--- config.mk ---
export PLATFORM = sky130hd
export DESIGN_NAME = seq_add_sub_unit
export DESIGN_NICKNAME = d
export VERILOG_FILES = /design/src/rtl/seq_add_sub_unit_pkg.sv /design/src/rtl/seq_add_sub_unit_carry_select_slice.sv /design/src/rtl/seq_add_sub_unit.sv
export SDC_FILE = /design/constraint.sdc
export NUM_CORES = 1
export LEC_CHECK = 0
export ABC_AREA = 1
export BUFFER_PORTS_ARGS = -buffer_cell sky130_fd_sc_hd__buf_4
export CAP_MARGIN = 20
export CORE_AREA = 4 4 89 91
export DETAILED_ROUTE_END_ITERATION = 16
export DIE_AREA = 0 0 93 95
export PLACE_DENSITY = 0.75
export SETUP_SLACK_MARGIN = 0.15
export SYNTH_ARGS = -nofsm -noshare
export SYNTH_HDL_FRONTEND = slang
export SYNTH_SLANG_ARGS = --single-unit
--- constraint.sdc ---
create_clock -name clk -period 2.6 [get_ports clk]
set_input_delay 0 -clock clk [delete_from_list [all_inputs] [get_ports clk]]
set_output_delay 0 -clock clk [all_outputs]
set_load 0.05 [all_outputs]
--- src/rtl/seq_add_sub_unit_pkg.sv ---
// rtl/seq_add_sub_unit_pkg.sv - shared FSM encodings, default sizes and helpers for seq_add_sub_unit
// Contents:
//   state_t            FSM state encoding (ST_IDLE, ST_RUN, ST_DONE)
//   DEF_WIDTH/CHUNK    default operand width and bits summed per clock
//   idx_bits()         slice-index counter width, never less than one bit
package seq_add_sub_unit_pkg;

    typedef enum logic [1:0] {
        ST_IDLE = 2'd0,
        ST_RUN  = 2'd1,
        ST_DONE = 2'd2
    } state_t;

    localparam int DEF_WIDTH = 16;
    localparam int DEF_CHUNK = 4;

    // A single-slice configuration still needs a one-bit index register.
    function automatic int idx_bits(input int chunks);
        return (chunks > 1) ? $clog2(chunks) : 1;
    endfunction

endpackage

--- src/rtl/seq_add_sub_unit_carry_select_slice.sv ---
// rtl/seq_add_sub_unit_carry_select_slice.sv - combinational CHUNK-bit carry-select slice adder
// Ports:
//   a, b   in   CHUNK  slice operands
//   cin    in   1      carry into the slice
//   sum    out  CHUNK  slice sum
//   cout   out  1      carry out of the slice
module carry_select_slice #(
    parameter int CHUNK = 4
) (
    input  logic [CHUNK-1:0] a,
    input  logic [CHUNK-1:0] b,
    input  logic             cin,
    output logic [CHUNK-1:0] sum,
    output logic             cout
);

    logic [CHUNK:0] sum_c0;
    logic [CHUNK:0] sum_c1;

    // Both carry-in cases are formed up front so cin only drives the final mux.
    assign sum_c0 = {1'b0, a} + {1'b0, b};
    assign sum_c1 = {1'b0, a} + {1'b0, b} + {{CHUNK{1'b0}}, 1'b1};

    assign sum  = cin ? sum_c1[CHUNK-1:0] : sum_c0[CHUNK-1:0];
    assign cout = cin ? sum_c1[CHUNK]     : sum_c0[CHUNK];

endmodule

--- src/rtl/seq_add_sub_unit.sv ---
// rtl/seq_add_sub_unit.sv - multi-cycle add/subtract engine, one CHUNK-bit slice per clock
// Ports:
//   clk, rst             clock; synchronous active-high reset
//   in_valid/in_ready    operand handshake; in_a, in_b operands, in_sub selects A-B
//   out_valid/out_ready  result handshake
//   out_sum              result modulo 2^WIDTH
//   out_carry            carry out of MSB (on subtract 1 = no borrow)
//   out_ovf              signed overflow
module seq_add_sub_unit
    import seq_add_sub_unit_pkg::*;
#(
    parameter int WIDTH = DEF_WIDTH,
    parameter int CHUNK = DEF_CHUNK
) (
    input  logic             clk,
    input  logic             rst,
    input  logic             in_valid,
    output logic             in_ready,
    input  logic [WIDTH-1:0] in_a,
    input  logic [WIDTH-1:0] in_b,
    input  logic             in_sub,
    output logic             out_valid,
    input  logic             out_ready,
    output logic [WIDTH-1:0] out_sum,
    output logic             out_carry,
    output logic             out_ovf
);

    localparam int CHUNKS = WIDTH / CHUNK;
    localparam int IDXW   = idx_bits(CHUNKS);
    localparam logic [IDXW-1:0] LAST_IDX = IDXW'(CHUNKS - 1);

    state_t           state_q, state_d;
    logic [IDXW-1:0]  idx_q, idx_d;
    logic [WIDTH-1:0] a_q, a_d;
    logic [WIDTH-1:0] b_q, b_d;
    logic             carry_q, carry_d;
    logic [WIDTH-1:0] sum_q, sum_d;
    logic [WIDTH-1:0] res_q, res_d;
    logic             cout_q, cout_d;
    logic             ovf_q, ovf_d;
    logic             in_ready_q, in_ready_d;
    logic             out_valid_q, out_valid_d;

    logic [CHUNK-1:0] slice_a, slice_b, slice_sum;
    logic             slice_cout;

    assign slice_a = a_q[int'(idx_q) * CHUNK +: CHUNK];
    assign slice_b = b_q[int'(idx_q) * CHUNK +: CHUNK];

    carry_select_slice #(.CHUNK(CHUNK)) u_slice (
        .a    (slice_a),
        .b    (slice_b),
        .cin  (carry_q),
        .sum  (slice_sum),
        .cout (slice_cout)
    );

    always_comb begin
        state_d     = state_q;
        idx_d       = idx_q;
        a_d         = a_q;
        b_d         = b_q;
        carry_d     = carry_q;
        sum_d       = sum_q;
        res_d       = res_q;
        cout_d      = cout_q;
        ovf_d       = ovf_q;
        in_ready_d  = in_ready_q;
        out_valid_d = out_valid_q;
        case (state_q)
            ST_IDLE: begin
                if (in_valid) begin
                    // Subtract is A + ~B + 1: the +1 rides in as the first slice carry.
                    a_d        = in_a;
                    b_d        = in_sub ? ~in_b : in_b;
                    carry_d    = in_sub;
                    idx_d      = '0;
                    state_d    = ST_RUN;
                    in_ready_d = 1'b0;
                end
            end
            ST_RUN: begin
                sum_d[int'(idx_q) * CHUNK +: CHUNK] = slice_sum;
                carry_d = slice_cout;
                if (idx_q == LAST_IDX) begin
                    // Result registers only move here, so they hold steady outside DONE.
                    idx_d       = '0;
                    state_d     = ST_DONE;
                    out_valid_d = 1'b1;
                    res_d       = sum_d;
                    cout_d      = slice_cout;
                    ovf_d       = (a_q[WIDTH-1] == b_q[WIDTH-1]) &&
                                  (sum_d[WIDTH-1] != a_q[WIDTH-1]);
                end else begin
                    idx_d = idx_q + IDXW'(1);
                end
            end
            ST_DONE: begin
                if (out_ready) begin
                    state_d     = ST_IDLE;
                    out_valid_d = 1'b0;
                    in_ready_d  = 1'b1;
                end
            end
            default: begin
                state_d     = ST_IDLE;
                out_valid_d = 1'b0;
                in_ready_d  = 1'b1;
            end
        endcase
    end

    always_ff @(posedge clk) begin
        if (rst) begin
            state_q     <= ST_IDLE;
            idx_q       <= '0;
            a_q         <= '0;
            b_q         <= '0;
            carry_q     <= 1'b0;
            sum_q       <= '0;
            res_q       <= '0;
            cout_q      <= 1'b0;
            ovf_q       <= 1'b0;
            in_ready_q  <= 1'b1;
            out_valid_q <= 1'b0;
        end else begin
            state_q     <= state_d;
            idx_q       <= idx_d;
            a_q         <= a_d;
            b_q         <= b_d;
            carry_q     <= carry_d;
            sum_q       <= sum_d;
            res_q       <= res_d;
            cout_q      <= cout_d;
            ovf_q       <= ovf_d;
            in_ready_q  <= in_ready_d;
            out_valid_q <= out_valid_d;
        end
    end

    assign in_ready  = in_ready_q;
    assign out_valid = out_valid_q;
    assign out_sum   = res_q;
    assign out_carry = cout_q;
    assign out_ovf   = ovf_q;

endmodule

==> metrics.md <==
| Metric | Value |
|---|---|
| Outcome | complete, no violations |
| CP max FO | 5 |
| CORE AREA | 7137 um2 |
| Clock-pin transition on the worst setup and hold timing paths | 80 ps |
| DR vias | 3,514 |
| Ratio of final minimum period to clock period | 99.12% |
| Post-synth top area cell | dfxtp_1 |
| Routed vias/inst | 5.191 |
| Top post-synthesis cells by area | dfxtp_1 41%, o21ai_0 9.4%, nor2_1 7.8% |
| Largest buffer count on any clock path | 2 |
| DIE WIDTH | 93 um |
| Vias in the first global route | 3,319 |
| Share of cells above drive strength 1 | 27.16% |
| Total congestion overflow | 0 |
| CTS tree | done |
| Worst Hold Class | primary input to flip-flop |
| # rows | 31 |
| Htree depth | 3 |
| Most frequent cell after synthesis | nor2_1 |
| Antenna violations before repair | 0 |
| CP Data Required Time | 2850 ps |
| CP Capture Type | flip-flop |
| Final Hold Fails | 0 |
| Pre-CTS WS | 23.06 ps |
| PortBufs | 56 |
| Placed insts | 612 |
| Most frequent cells after synthesis | 74 x nor2_1, 73 x dfxtp_1, 67 x o21ai_0, 61 x inv_1, 29 x nand2_1 |
| Syn nets | 522 |
| Initial core utilization | 50.04% |
| Leakage Power | 0.002283 uW |
| Die footprint | 8835 um2 |
| Synthesized cell area | 3571 um2 |
| Total clock sinks | 73 |
| Area delta synth->final | 39.35% |
| DRC violation total after the first TritonRoute iteration | 147 |
| Fmax | 388.0 MHz |
| RD Place Congestion | 0.8830 |
| Tot GR Track Use | 20.88% |
| DRC Markers | 0 |
| Unrepaired setup endpoints after global routing | true |
| Global-route wire length before repair | 14,920 um |
| Min Tclk post-route | 2577 ps |
| CP Launch Type | flip-flop |
| Seq/Total Area, Yosys | 40.93% |
| Slew @ Worst Pin | 684.4 ps |
| Clock power frac | 32.0% |
| Height of the die | 95 um |
| Worst setup margin | 22.85 ps |
| Setup CP Type | flip-flop to flip-flop |
| Max-cap violations | 0 |
| Yosys top cell area share | 40.93% |
| Internal power | 2062 uW |
| Crit path DAT | 2830 ps |
| Antenna diodes | 0 |
| I/O pin cnt | 57 |
| Post-synth cell types | 33 |
| Post-synth EDFFs | 0 |
| Clock buffer count from CTS | 9 |
| Sw frac | 30.71% |
| VDD IR max | 0.3621 mV |
| Syn_area_per_cell | 7.550 um2 |
| Design Power | 2976 uW |
| Register area | 1469 um2 |
| Cell area power density | 598.0 nW/um2 |
| Comb pwr share | 26.3% |
| Final non-filler cell total | 677 |
| Drt first pass iters | 5 |
| Footprint of the multi-input gates | 1934 um2 |
| Async S/R FF share, synth | 0% |
| Fin Clk Skew | 6.021 ps |
| Root buf cell | clkbuf_8 |
| Flops & latches, synth | 73 |
| Dominant synthesized flop cell | dfxtp_1 |
| Relative slew slack | 54.32% |
| FILL cells | 586 |
| Finish-stage setup viols | 0 |
| Largest net degree at the start of global routing | 38 |
| Clock latency on the worst-skew pair | 350 ps |
| Post-layout util | 69.72% |
| Syn Inst Count | 473 |
| Psw | 913.9 uW |
| Routed WL | 9407 um |
| Reg power frac | 41.7% |
| Final Net Count | 622 |
| Slew Viols, Final | 0 |
| Yosys warns | 0 |
| DR WL/cell | 13.90 um |
| Post-route ant nets | 0 |
| Post-DP HPWL | 5654 um |
| Final setup TNS | 0 ps |
## logic make-up (layout without fill, tap and decap cells)
group | count (synthesis) | after routing | synth area share, %
xor gates and xnor gates | 17 | 17 | 4.170
muxes | 1 | 1 | 0.3153
and+or+nand+nor | 128 | 128 | 15.56
buffers and inverters | 94 | 199 | 10.37
AOI/OAI and AO/OA | 148 | 148 | 24.25
DFF | 73 | 73 | 40.92
adders and majority gates | 12 | 12 | 4.415
## layout by cell type, fill, tap and decap left out, drive strengths merged
master / n
a211oi: 16
a21oi: 21
a31oi: 1
buf: 81
bufinv: 1
clkbuf: 13
clkinv: 3
clkinvlp: 3
dfxtp: 73
dlygate4sd3: 33
fa: 1
ha: 11
inv: 65
mux2: 1
nand2: 34
nand3: 15
nand3b: 1
nand4: 1
nor2: 75
nor3: 1
nor4: 1
o211ai: 5
o21a: 4
o21ai: 70
o21bai: 14
o22ai: 16
o31ai: 1
xnor2: 17
## cell type report
| class | count | area share (%) |
|---|---|---|
| Tap cell | 99 | 2.489 |
| Sequential cell | 73 | 29.52 |
| Clock buffer | 12 | 3.319 |
| Multi-Input combinational cell | 306 | 38.87 |
| Inverter | 68 | 5.456 |
| Clock inverter | 4 | 1.006 |
| Timing Repair Buffer | 115 | 19.34 |
## final timing paths
| kind | cells after the start | end | slack, ps | start |
|---|---|---|---|---|
| worst min register to register | 2 | out_valid$_SDFFE_PP0P_ | 480 | out_valid$_SDFFE_PP0P_ |
| worst min-delay path | 3 | carry_q$_SDFFE_PP0P_ | 70 | in_sub |
| worst max-delay path | 15 | out_sum[7]$_SDFFE_PP0P_ | 20 | idx_q[1]$_SDFFE_PP0P_ |
| worst max register to register | 15 | out_sum[7]$_SDFFE_PP0P_ | 20 | idx_q[1]$_SDFFE_PP0P_ |
## timing repair
item / 4_1_cts / 5_1_grt
pin swaps: 9 / 14
gates resized for setup: 10 / 50
hold buffers: 33 / 0
buffers inserted: 11 / 5
endpoints found under the setup margin: 19 / 27
hold endpoints to repair: 33 / 0
## sequential cells by signal (all words and copies together) (netlist names)
name       count
in_ready       1
sum_q         16
out_valid      1
state_q        2
out_carry      1
out_sum       16
carry_q        1
out_ovf        1
idx_q          2
a_q           16
b_q           16
## power by group through the flow
stage          Sequential (uW)  Clock, uW  Combinational, uW
2_1_floorplan             1260          0                439
3_3_place_gp              1260          0                560
3_5_place_dp              1260          0                580
4_1_cts                   1240        962                669
5_1_grt                   1250       1000                872
6_report                  1240        952                782
## through the flow
| stage | hold slack (ps) | area, um2 |
|---|---|---|
| floorplan | 166.7 | 3625 |
| global placement | 254.8 | 4100 |
| detailed placement | 259.3 | 4100 |
| CTS | 56.97 | 4756 |
| global route | 106.1 | 4976 |
| finish | 68.62 | 4976 |
## metal layers
layer	share of wire, %	GRT usage (%)	vias up
met5	0	0	-
met4	2.3	7.692	0
met3	5.6	4.462	25
met2	52	37.91	113
met1	40	24.09	1614
li1	-	-	1762
## critical path, cell delays in order, from the launching register on
cell and delay [ps]:
dfxtp_4 380, clkinvlp_4 180, o21ai_4 110, o22ai_2 100, ha_2 210, fa_2 620
buf_6 120, nand2_4 50, nor2_2 90, nand3_1 80, nand2_2 110, nor2_4 50
nand4_1 90, o211ai_1 140, nand2_1 110, inv_1 40
(Power assumes the default switching activity.)
